### src/rtl/gsim_xcollect_if.sv
// Stream bundle between the x-vector collector and its neighbours.
// The collector is the master: it sources the replay stream and error flags.
interface gsim_xcollect_if #(
  parameter int N     = 16,
  parameter int IN_W  = 32,
  parameter int OUT_W = 16
);
  localparam int IDX_W = $clog2(N);

  logic              in_valid;
  logic [IN_W-1:0]   x_in;
  logic              o_valid;
  logic              o_ready;
  logic [OUT_W-1:0]  o_data;
  logic [IDX_W-1:0]  o_idx;
  logic              o_last;
  logic              busy;
  logic              err_short;
  logic              err_overrun;

  modport master (
    input  in_valid, x_in, o_ready,
    output o_valid, o_data, o_idx, o_last, busy, err_short, err_overrun
  );

  modport slave (
    output in_valid, x_in, o_ready,
    input  o_valid, o_data, o_idx, o_last, busy, err_short, err_overrun
  );
endinterface

### src/rtl/gsim_xcollect.sv
// Captures one N-word Q(IN_W-FRAC).FRAC burst from the solver, converts each word
// to a rounded, saturated OUT_W integer and replays the frame on a valid/ready stream.
module gsim_xcollect #(
  parameter int N     = 16,
  parameter int IN_W  = 32,
  parameter int FRAC  = 16,
  parameter int OUT_W = 16
) (
  input  logic             clk,
  input  logic             reset,
  gsim_xcollect_if.master  bus
);
  localparam int IDX_W = $clog2(N);

  localparam logic [1:0] ST_IDLE  = 2'd0;
  localparam logic [1:0] ST_FILL  = 2'd1;
  localparam logic [1:0] ST_DRAIN = 2'd2;

  localparam logic [IDX_W-1:0] LAST   = IDX_W'(N - 1);
  localparam logic [IDX_W-1:0] PENULT = IDX_W'(N - 2);

  localparam logic signed [IN_W:0] HALF    = {{IN_W{1'b0}}, 1'b1} << (FRAC - 1);
  localparam logic signed [IN_W:0] SAT_MAX = {{(IN_W - OUT_W + 2){1'b0}}, {(OUT_W - 1){1'b1}}};
  localparam logic signed [IN_W:0] SAT_MIN = {{(IN_W - OUT_W + 2){1'b1}}, {(OUT_W - 1){1'b0}}};

  logic [1:0]        state;
  logic [IDX_W-1:0]  wcnt;
  logic [IDX_W-1:0]  rptr;
  logic [IDX_W-1:0]  rptr_nxt;
  logic              prev_v;
  logic [OUT_W-1:0]  mem [N];

  logic              o_valid_q;
  logic              o_last_q;
  logic              busy_q;
  logic              err_short_q;
  logic              err_overrun_q;
  logic [OUT_W-1:0]  o_data_q;

  logic              burst_start;
  logic signed [IN_W:0] x_ext;
  logic signed [IN_W:0] rnd;
  logic signed [IN_W:0] q;
  logic [OUT_W-1:0]  conv;

  assign burst_start = bus.in_valid & ~prev_v;
  assign rptr_nxt    = rptr + 1'b1;

  // Round half up in one extra bit so the +0.5 can never wrap, then clamp.
  // NOTE: every path assigns conv, so this block stays purely combinational (no latch).
  always_comb begin
    x_ext = $signed({bus.x_in[IN_W-1], bus.x_in});
    rnd   = x_ext + HALF;
    q     = rnd >>> FRAC;
    if (q > SAT_MAX)
      conv = {1'b0, {(OUT_W - 1){1'b1}}};
    else if (q < SAT_MIN)
      conv = {1'b1, {(OUT_W - 1){1'b0}}};
    else
      conv = q[OUT_W-1:0];
  end

  // NOTE: all state uses non-blocking assignments so every flop sees pre-edge values.
  always_ff @(posedge clk) begin
    if (reset) begin
      state         <= ST_IDLE;
      wcnt          <= '0;
      rptr          <= '0;
      prev_v        <= 1'b0;
      o_valid_q     <= 1'b0;
      o_last_q      <= 1'b0;
      busy_q        <= 1'b0;
      err_short_q   <= 1'b0;
      err_overrun_q <= 1'b0;
      o_data_q      <= '0;
      // NOTE: the buffer is small flop storage and must read as zero after reset,
      // so it is cleared here rather than left to a RAM.
      for (int i = 0; i < N; i++) mem[i] <= '0;
    end else begin
      prev_v        <= bus.in_valid;
      err_short_q   <= 1'b0;
      err_overrun_q <= 1'b0;

      case (state)
        ST_IDLE: begin
          // Trailing words of a discarded burst have prev_v set and are ignored.
          if (burst_start) begin
            mem[0] <= conv;
            wcnt   <= IDX_W'(1);
            busy_q <= 1'b1;
            state  <= ST_FILL;
          end
        end

        ST_FILL: begin
          if (bus.in_valid) begin
            mem[wcnt] <= conv;
            wcnt      <= wcnt + 1'b1;
            if (wcnt == LAST) begin
              state     <= ST_DRAIN;
              rptr      <= '0;
              o_valid_q <= 1'b1;
              o_last_q  <= 1'b0;
              o_data_q  <= mem[0];
            end
          end else begin
            err_short_q <= 1'b1;
            busy_q      <= 1'b0;
            state       <= ST_IDLE;
          end
        end

        ST_DRAIN: begin
          // Continuing input words are dropped; only a fresh burst is an error.
          if (burst_start) err_overrun_q <= 1'b1;
          if (bus.o_ready) begin
            rptr     <= rptr_nxt;
            o_data_q <= mem[rptr_nxt];
            o_last_q <= (rptr == PENULT);
            if (rptr == LAST) begin
              o_valid_q <= 1'b0;
              o_last_q  <= 1'b0;
              busy_q    <= 1'b0;
              state     <= ST_IDLE;
            end
          end
        end

        default: begin
          state     <= ST_IDLE;
          o_valid_q <= 1'b0;
          o_last_q  <= 1'b0;
          busy_q    <= 1'b0;
        end
      endcase
    end
  end

  assign bus.o_valid     = o_valid_q;
  assign bus.o_data      = o_data_q;
  assign bus.o_idx       = rptr;
  assign bus.o_last      = o_last_q;
  assign bus.busy        = busy_q;
  assign bus.err_short   = err_short_q;
  assign bus.err_overrun = err_overrun_q;

endmodule

### src/flat_wrapper.sv
// flat-port wrapper written by rule: the top's interface ports become plain ports
module gsim_xcollect_flat 
#(
  parameter int N     = 16,
  parameter int IN_W  = 32,
  parameter int FRAC  = 16,
  parameter int OUT_W = 16
)
  (clk, reset, bus_in_valid, bus_x_in, bus_o_ready, bus_o_valid, bus_o_data, bus_o_idx, bus_o_last, bus_busy, bus_err_short, bus_err_overrun);
  gsim_xcollect_if #(.N(N), .IN_W(IN_W), .OUT_W(OUT_W)) bus_i ();
  input  logic clk;
  input  logic reset;
  input wire logic [$bits(bus_i.in_valid)-1:0] bus_in_valid;
  input wire logic [$bits(bus_i.x_in)-1:0] bus_x_in;
  input wire logic [$bits(bus_i.o_ready)-1:0] bus_o_ready;
  output wire logic [$bits(bus_i.o_valid)-1:0] bus_o_valid;
  output wire logic [$bits(bus_i.o_data)-1:0] bus_o_data;
  output wire logic [$bits(bus_i.o_idx)-1:0] bus_o_idx;
  output wire logic [$bits(bus_i.o_last)-1:0] bus_o_last;
  output wire logic [$bits(bus_i.busy)-1:0] bus_busy;
  output wire logic [$bits(bus_i.err_short)-1:0] bus_err_short;
  output wire logic [$bits(bus_i.err_overrun)-1:0] bus_err_overrun;
  assign bus_i.in_valid = bus_in_valid;
  assign bus_i.x_in = bus_x_in;
  assign bus_i.o_ready = bus_o_ready;
  assign bus_o_valid = bus_i.o_valid;
  assign bus_o_data = bus_i.o_data;
  assign bus_o_idx = bus_i.o_idx;
  assign bus_o_last = bus_i.o_last;
  assign bus_busy = bus_i.busy;
  assign bus_err_short = bus_i.err_short;
  assign bus_err_overrun = bus_i.err_overrun;
  gsim_xcollect #(.N(N), .IN_W(IN_W), .FRAC(FRAC), .OUT_W(OUT_W)) u_core (.clk(clk), .reset(reset), .bus(bus_i));
endmodule
### config.mk
export PLATFORM = sky130hd
export DESIGN_NAME = gsim_xcollect_flat
export DESIGN_NICKNAME = d
export VERILOG_FILES = /design/src/rtl/gsim_xcollect_if.sv /design/src/rtl/gsim_xcollect.sv /design/src/flat_wrapper.sv
export SDC_FILE = /design/constraint.sdc
export NUM_CORES = 1
export LEC_CHECK = 0
export ABC_AREA = 1
export CAP_MARGIN = 20
export CORE_MARGIN = 3
export CORE_UTILIZATION = 25
export DETAILED_ROUTE_END_ITERATION = 16
export PLACE_DENSITY_LB_ADDON = 0.3
export SLEW_MARGIN = 20
export SYNTH_ARGS = -nofsm -noshare
export SYNTH_HDL_FRONTEND = slang
export SYNTH_SLANG_ARGS = --single-unit
### constraint.sdc
create_clock -name clk -period 4.8 [get_ports clk]
set_input_delay 0.96 -clock clk [delete_from_list [all_inputs] [get_ports clk]]
set_output_delay 0.96 -clock clk [all_outputs]
set_load 0.02 [all_outputs]
==> results of run 1 <==
[path summary, 6_finish.rpt]
check                 startpoint                    end  slack [ps]  depth (start not counted)
max          u_core.bus.o_idx[0]  u_core.bus.o_data[14]        1360                          8
min           u_core.bus.o_valid     u_core.bus.o_valid         470                          2
max reg2reg  u_core.bus.o_idx[0]  u_core.bus.o_data[14]        1360                          8
min reg2reg   u_core.bus.o_valid     u_core.bus.o_valid         470                          2
[logic make-up after synthesis]
group                    Yosys count
AO/OA/AOI/OAI                    244
XOR/XNOR                          13
adder cells (fa/ha/maj)            7
buffers and inverters            280
flip-flops                       288
AND/OR/NAND/NOR                  804
[where the power goes]
group | leakage, nW | switching [mW] | internal, mW | total [mW]
registers | 2.91 | 0.0399 | 2.84 | 2.88
clock network | 0.523 | 1.04 | 1.49 | 2.53
logic | 3.44 | 0.652 | 0.250 | 0.902
[sequential cells by signal (all words and copies together) (netlist names)]
signal                  cells
u_core.bus.o_data          16
u_core.bus.o_last           1
u_core.bus.o_idx            4
u_core.bus.err_overrun      1
u_core.prev_v               1
u_core.mem                256
u_core.bus.o_valid          1
u_core.bus.err_short        1
u_core.bus.busy             1
u_core.wcnt                 4
u_core.state                2
[routing by layer]
metal	GRT usage [%]	up-vias	wire (um)	part of all wire [%]
met3	2.33	53	3120	7.2
li1	-	5462	-	-
met2	22.1	399	19700	45
met1	20.6	5394	19500	45
met4	4.24	0	1110	2.6
met5	0	-	0	0
[through the flow]
| stage | worst slack, ps | instances | total power, mW |
|---|---|---|---|
| final | 1360 | 2437 | 6.31 |
| after global routing | 1130 | 2437 | 6.58 |
| after CTS | 1300 | 2437 | 6.36 |
| after detailed placement | 1010 | 2373 | 3.83 |
| after global placement | 1050 | 2373 | 3.83 |
| after floorplan | 2220 | 1636 | 3.48 |
[final cells by class]
type                       count  area (um2)  area share (%)
clock buffer                  49         950            5.68
clock inverter                15         130           0.778
inverter                     166         626            3.74
multi-input combinational   1068        4860            29.0
sequential                   288        8330            49.8
tap                          748         936            5.60
timing repair buffer         103         898            5.37
[placed cells by master (no fill, tap or decap), types with 23 or more instances in the layout]
master	count
a21oi_1	218
buf_4	57
clkbuf_16	36
clkdlybuf4s50_1	45
dfxtp_1	31
edfxtp_1	256
inv_1	160
nand2_1	501
nand3_1	185
nor2_1	92
o21ai_0	23
[worst max-delay path: stages (launching register included)]
cell     delay, ps
dfxtp_4        350
buf_4          710
ha_1           470
xor2_4         890
nand3_1        330
nand3_1        190
nand3_1         90
nand2_1        170
a21oi_1         80
[cells in the mapped netlist (3+ instances only)]
| cell type | number | area, um2 |
|---|---|---|
| xor2_1 | 8 | 70.1 |
| clkbuf_1 | 73 | 274 |
| buf_2 | 24 | 120 |
| nand3_2 | 3 | 30.0 |
| inv_2 | 3 | 11.3 |
| nand4_1 | 8 | 50.1 |
| edfxtp_1 | 256 | 7690 |
| nand2_1 | 501 | 1880 |
| dfxtp_1 | 32 | 641 |
| nor2_1 | 92 | 345 |
| buf_6 | 9 | 101 |
| buf_1 | 7 | 26.3 |
| ha_1 | 7 | 87.6 |
| o21ai_0 | 23 | 115 |
| xnor2_1 | 4 | 35.0 |
| inv_1 | 162 | 608 |
| nand3_1 | 185 | 926 |
| nor3_1 | 4 | 20.0 |
| a21oi_1 | 218 | 1090 |
==> key figures, run 1 <==
Clocking
  • TritonCTS Sinks: 288
  • CTS tree: yes
  • Cts hold-fix bufs: 0
  • Post-CTS Setup Inserts: 0
  • H-tree depth: 2
  • CTS max path bufs: 3
  • Clock transition at the registers of the reported paths: around 60 ps
  • Skew-Pair Late Insertion Delay: 530 ps
  • CTS root buf: clkbuf_16
  • CTS Buf Count: 35
  • Resized cells post-CTS: 0

Worst setup path
  • Class of the most critical setup path: register to register
  • CP Data Required Time: 5170 ps
  • Worst EP arrival: roughly 3800 ps
  • Crit start category: register
  • Crit end category: register
  • Worst Path Max Fanout: 83

Pwr
  • Leakage power: ~6.9 nW
  • VDD IR max: between 200 and 250 uV
  • Power density over the cells: 377 nW/um2

Synthesis
  • Register bit total from synthesis: roughly 290
  • Syn Area/Cell: just under 9 um2
  • Synth cell types: 33
  • Post-Synth XOR/XNOR Area: 0.852%
  • Post-Synth Simple-Gate Area: 23.4%
  • Post-synth EDFFs: 256
  • Adder-cell share of the synthesized area: less than 1%
  • Post-synthesis mux area share: 0%
  • Largest family of logic cells by synthesized area: simple AND/OR/NAND/NOR gates
  • Register area share after synthesis: between 50% and 60%
  • Yosys warning total: 0
  • Syn Inst Count: about 1600
  • Synth Flop Type: edfxtp_1
  • Async set-reset flop share out of synthesis: 0%
  • Syn nets: ~1700
  • Mapped cell area: approximately 14000 um2
  • Synth Area in Compound Gates: 8.61%

Drt
  • DRT Wirelength: 43.5 mm
  • Post-DRT Antenna Nets: 0
  • Vias per inst: around 4.6
  • DR pass1 iterations: 5
  • DR iter-0 viols: between 1000 and 1500
  • Remaining DRCs: 0
  • DR vias: between 10000 and 15000
  • WL per Instance: roughly 18 um

Place
  • Hpwl dp: about 26 mm
  • Gpl congestion: between 0.8 and 0.9
  • Port buffer count: 45
  • Placed Area: ~16000 um2

Final layout
  • Fraction of layout cells with a size suffix above 1: about 7.5%
  • Final design utilization: 30.0%
  • Number of diodes: 0
  • Design area: roughly 17000 um2
  • Area Overhead vs Synth: 17.4%
  • Fin nets: approximately 1700
  • Fillers: a little under 6000

Timing
  • Minimum clock period: between 3000 and 4000 ps
  • RSZ-0062 raised after global routing: false
  • Final period util: around 70%
  • Worst-margin pin slew: ~1100 ps
  • Final setup TNS: 0 ps
  • Clk_skew: 22.8 ps
  • Hold slack: between 400 and 500 ps
  • Fmax: ~290 MHz
  • # setup viols final: 0
  • Max_slew headroom: about 25%
  • Max Slew Vio Count: 0
  • Final hold viol count: 0

Global routing
  • Initial antenna violation count: 0
  • Largest net degree at the start of global routing: 84
  • Total grt overflow: 0
  • Vias in the first global route: 10500
  • Total Routing Usage GR: roughly 14%
  • Global-route wire length before repair: about 65 mm

Floorplanning
  • Starting Density: about a quarter
  • I/O pins: 61
  • Die Wd: 245 um
  • Rows: between 80 and 90
  • Core area: around 56000 um2
  • Die Ht: approximately 240 um
  • Die area: ~60000 um2

Run
  • Max-cap violations: 0

Status
  • Status: complete, no violations

Min path
  • Hold WC Path Type: register to register
Note: power is estimated with default switching activity, not from simulation.
==> run 2: changes to the inputs <==
==> constraint.sdc (replaced) <==
create_clock -name clk -period 2.79 [get_ports clk]
set_input_delay 0.558 -clock clk [delete_from_list [all_inputs] [get_ports clk]]
set_output_delay 0.558 -clock clk [all_outputs]
set_load 0.02 [all_outputs]
==> run 2 against run 1 <==
Against the previous run:
- clock power up 68%
- sequential power grew 72%
- final area increased by 3.9%
- setup slack lost 1100 ps
- largest cell class unchanged
- combinational power increased by 90%
- global-route usage increased by 0.50 points
- sequential share of layout area decreased by 1.9 points
- routed wire length rose by 3.8%
- critical endpoint is now u_core.bus.o_data[4]
- critical path depth grew 1
==> key figures, run 2 (synthesis results as in run 1) <==
Status
  • Status: complete, no violations

Timing
  • RSZ-0062 raised after global routing: false
  • Final period util: roughly 90%
  • Minimum clock period: around 2500 ps
  • Clk_skew: between 10 and 15 ps
  • Max Slew Vio Count: 0
  • Fmax: around 400 MHz
  • Worst-margin pin slew: ~750 ps
  • Max_slew headroom: 49.8%
  • Final hold viol count: 0
  • Final WS setup: ~290 ps
  • # setup viols final: 0

Worst setup path
  • R2R depth: 9
  • RR Startpoint: u_core.bus.o_idx[1]
  • Crit start category: register
  • Class of the most critical setup path: register to register
  • R2R Setup Slk: slightly below 300 ps
  • CP Data Required Time: 3240 ps
  • Crit end category: register
  • Reg-to-reg endpoint: u_core.bus.o_data[4]
  • Worst Path Max Fanout: 44
  • Worst EP arrival: just under 3000 ps

Floorplanning
  • Die area: roughly 60000 um2
  • Die Wd: around 240 um
  • Starting Density: 25.6%
  • Rows: 86
  • Core area: roughly 56000 um2
  • I/O pins: 61
  • Die Ht: about 240 um

Min path
  • Worst Hold Launch: u_core.bus.o_valid
  • Hold Path Sink: u_core.bus.o_valid
  • Hold WC Path Type: register to register
  • Hold path depth: 2

Pwr
  • Leakage power: roughly 7.2 nW
  • VDD IR max: ~350 uV
  • Power, Total: 10.9 mW
  • Power density over the cells: ~630 nW/um2

Place
  • Placed Area: between 15000 and 20000 um2
  • Placement Setup Slack: around 12 ps
  • Gpl congestion: around 0.80
  • Port buffer count: 45
  • Placed insts: 2404
  • Hpwl dp: 26.4 mm

Clocking
  • Clock transition at the registers of the reported paths: around 60 ps
  • Skew-Pair Late Insertion Delay: ~520 ps
  • CTS max path bufs: 3
  • CTS tree: yes
  • CTS Buf Count: 35
  • TritonCTS Sinks: 288
  • Post-CTS Setup Inserts: 0
  • H-tree depth: 2
  • CTS root buf: clkbuf_16

Final layout
  • Area Overhead vs Synth: 22.0%
  • Number of diodes: 0
  • Most common cell after layout, fill and taps aside: nand2_1
  • Fin nets: around 1700
  • Fraction of layout cells with a size suffix above 1: a little under a tenth
  • Post-Layout Cell Count: 2466
  • Most flop-heavy register: u_core.mem
  • Commonest non-fill, non-tap cells in the layout: nand2_1, edfxtp_1, a21oi_1, nand3_1, inv_1
  • Final design utilization: between 30% and 40%
  • Design area: roughly 17000 um2
  • Max reg flops: 256

Drt
  • DR vias: 11600
  • WL per Instance: between 15 and 20 um
  • DR iter-0 viols: 955
  • DRT Wirelength: approximately 45 mm
  • Post-DRT Antenna Nets: 0
  • DR pass1 iterations: 5
  • Remaining DRCs: 0
  • Vias per inst: 4.69

Run
  • Max-cap violations: 0

Global routing
  • Total grt overflow: 0
  • Global-route wire length before repair: 67.6 mm
  • Largest net degree at the start of global routing: ~130
  • Initial antenna violation count: 0
  • Vias in the first global route: between 10000 and 15000
  • Total Routing Usage GR: between 10 and 15%
## run 2: cell types whose count changed in the layout (fill, tap and decap cells not counted), sizes merged
cell	delta
buf	+31
bufinv	-1
clkbuf	+1
clkinv	-1
inv	-1
## run 2: area by class of cell
cell class	count	area [um2]
fill	5878	38400
multi-input combinational	1068	4860
clock inverter	12	76.3
clock buffer	49	971
sequential	288	8330
tap	748	936
inverter	166	626
timing repair buffer	135	1590
## run 2: worst max-delay path, cell delays in order, from the launching register on
cell	delay, ps
dfxtp_1	480
ha_2	370
inv_2	60
buf_4	540
nand3_1	160
nand3_1	220
nand3_1	270
nand3_1	160
nand2_1	60
a21oi_1	100
## run 2: routing by layer
metal / track usage [%] / share of wire, % / up-vias
li1: - / - / 5522
met3: 2.61 / 7.7 / 69
met5: 0 / 0 / -
met1: 20.8 / 45 / 5574
met4: 4.90 / 2.8 / 0
met2: 23.0 / 45 / 396
## run 2: power by group
group	total (mW)	leakage [nW]	switching, mW	internal (mW)
logic	1.71	3.76	1.16	0.550
registers	4.96	2.91	0.0754	4.89
clock network	4.24	0.511	1.73	2.51
total	10.9	7.18	2.97	7.95
## run 2: how the worst max path moves through the flow
stage               slack [ps]                 from                   end
global route               150  u_core.bus.o_idx[1]  u_core.bus.o_data[4]
detailed placement          10         bus_x_in[16]      u_core.mem[2][2]
CTS                         30  u_core.bus.o_idx[0]          bus_o_idx[0]
floorplan                  230  u_core.bus.o_idx[0]  u_core.bus.o_data[0]
global placement           -20  u_core.bus.o_idx[1]  u_core.bus.o_data[5]
finish                     290  u_core.bus.o_idx[1]  u_core.bus.o_data[4]
## run 2: what timing repair did
action | CTS | global route
endpoints found under the hold margin | 0 | 0
setup endpoints to repair | 0 | 1
hold buffers | 0 | 0
gates resized for setup | 0 | 1
## run 2: stage by stage
| step | TNS, ps | hold slack, ps |
|---|---|---|
| 2_1_floorplan | 0 | 477 |
| 3_3_place_gp | -368 | 457 |
| 3_5_place_dp | 0 | 464 |
| 4_1_cts | 0 | 474 |
| 5_1_grt | 0 | 487 |
| 6_report | 0 | 467 |
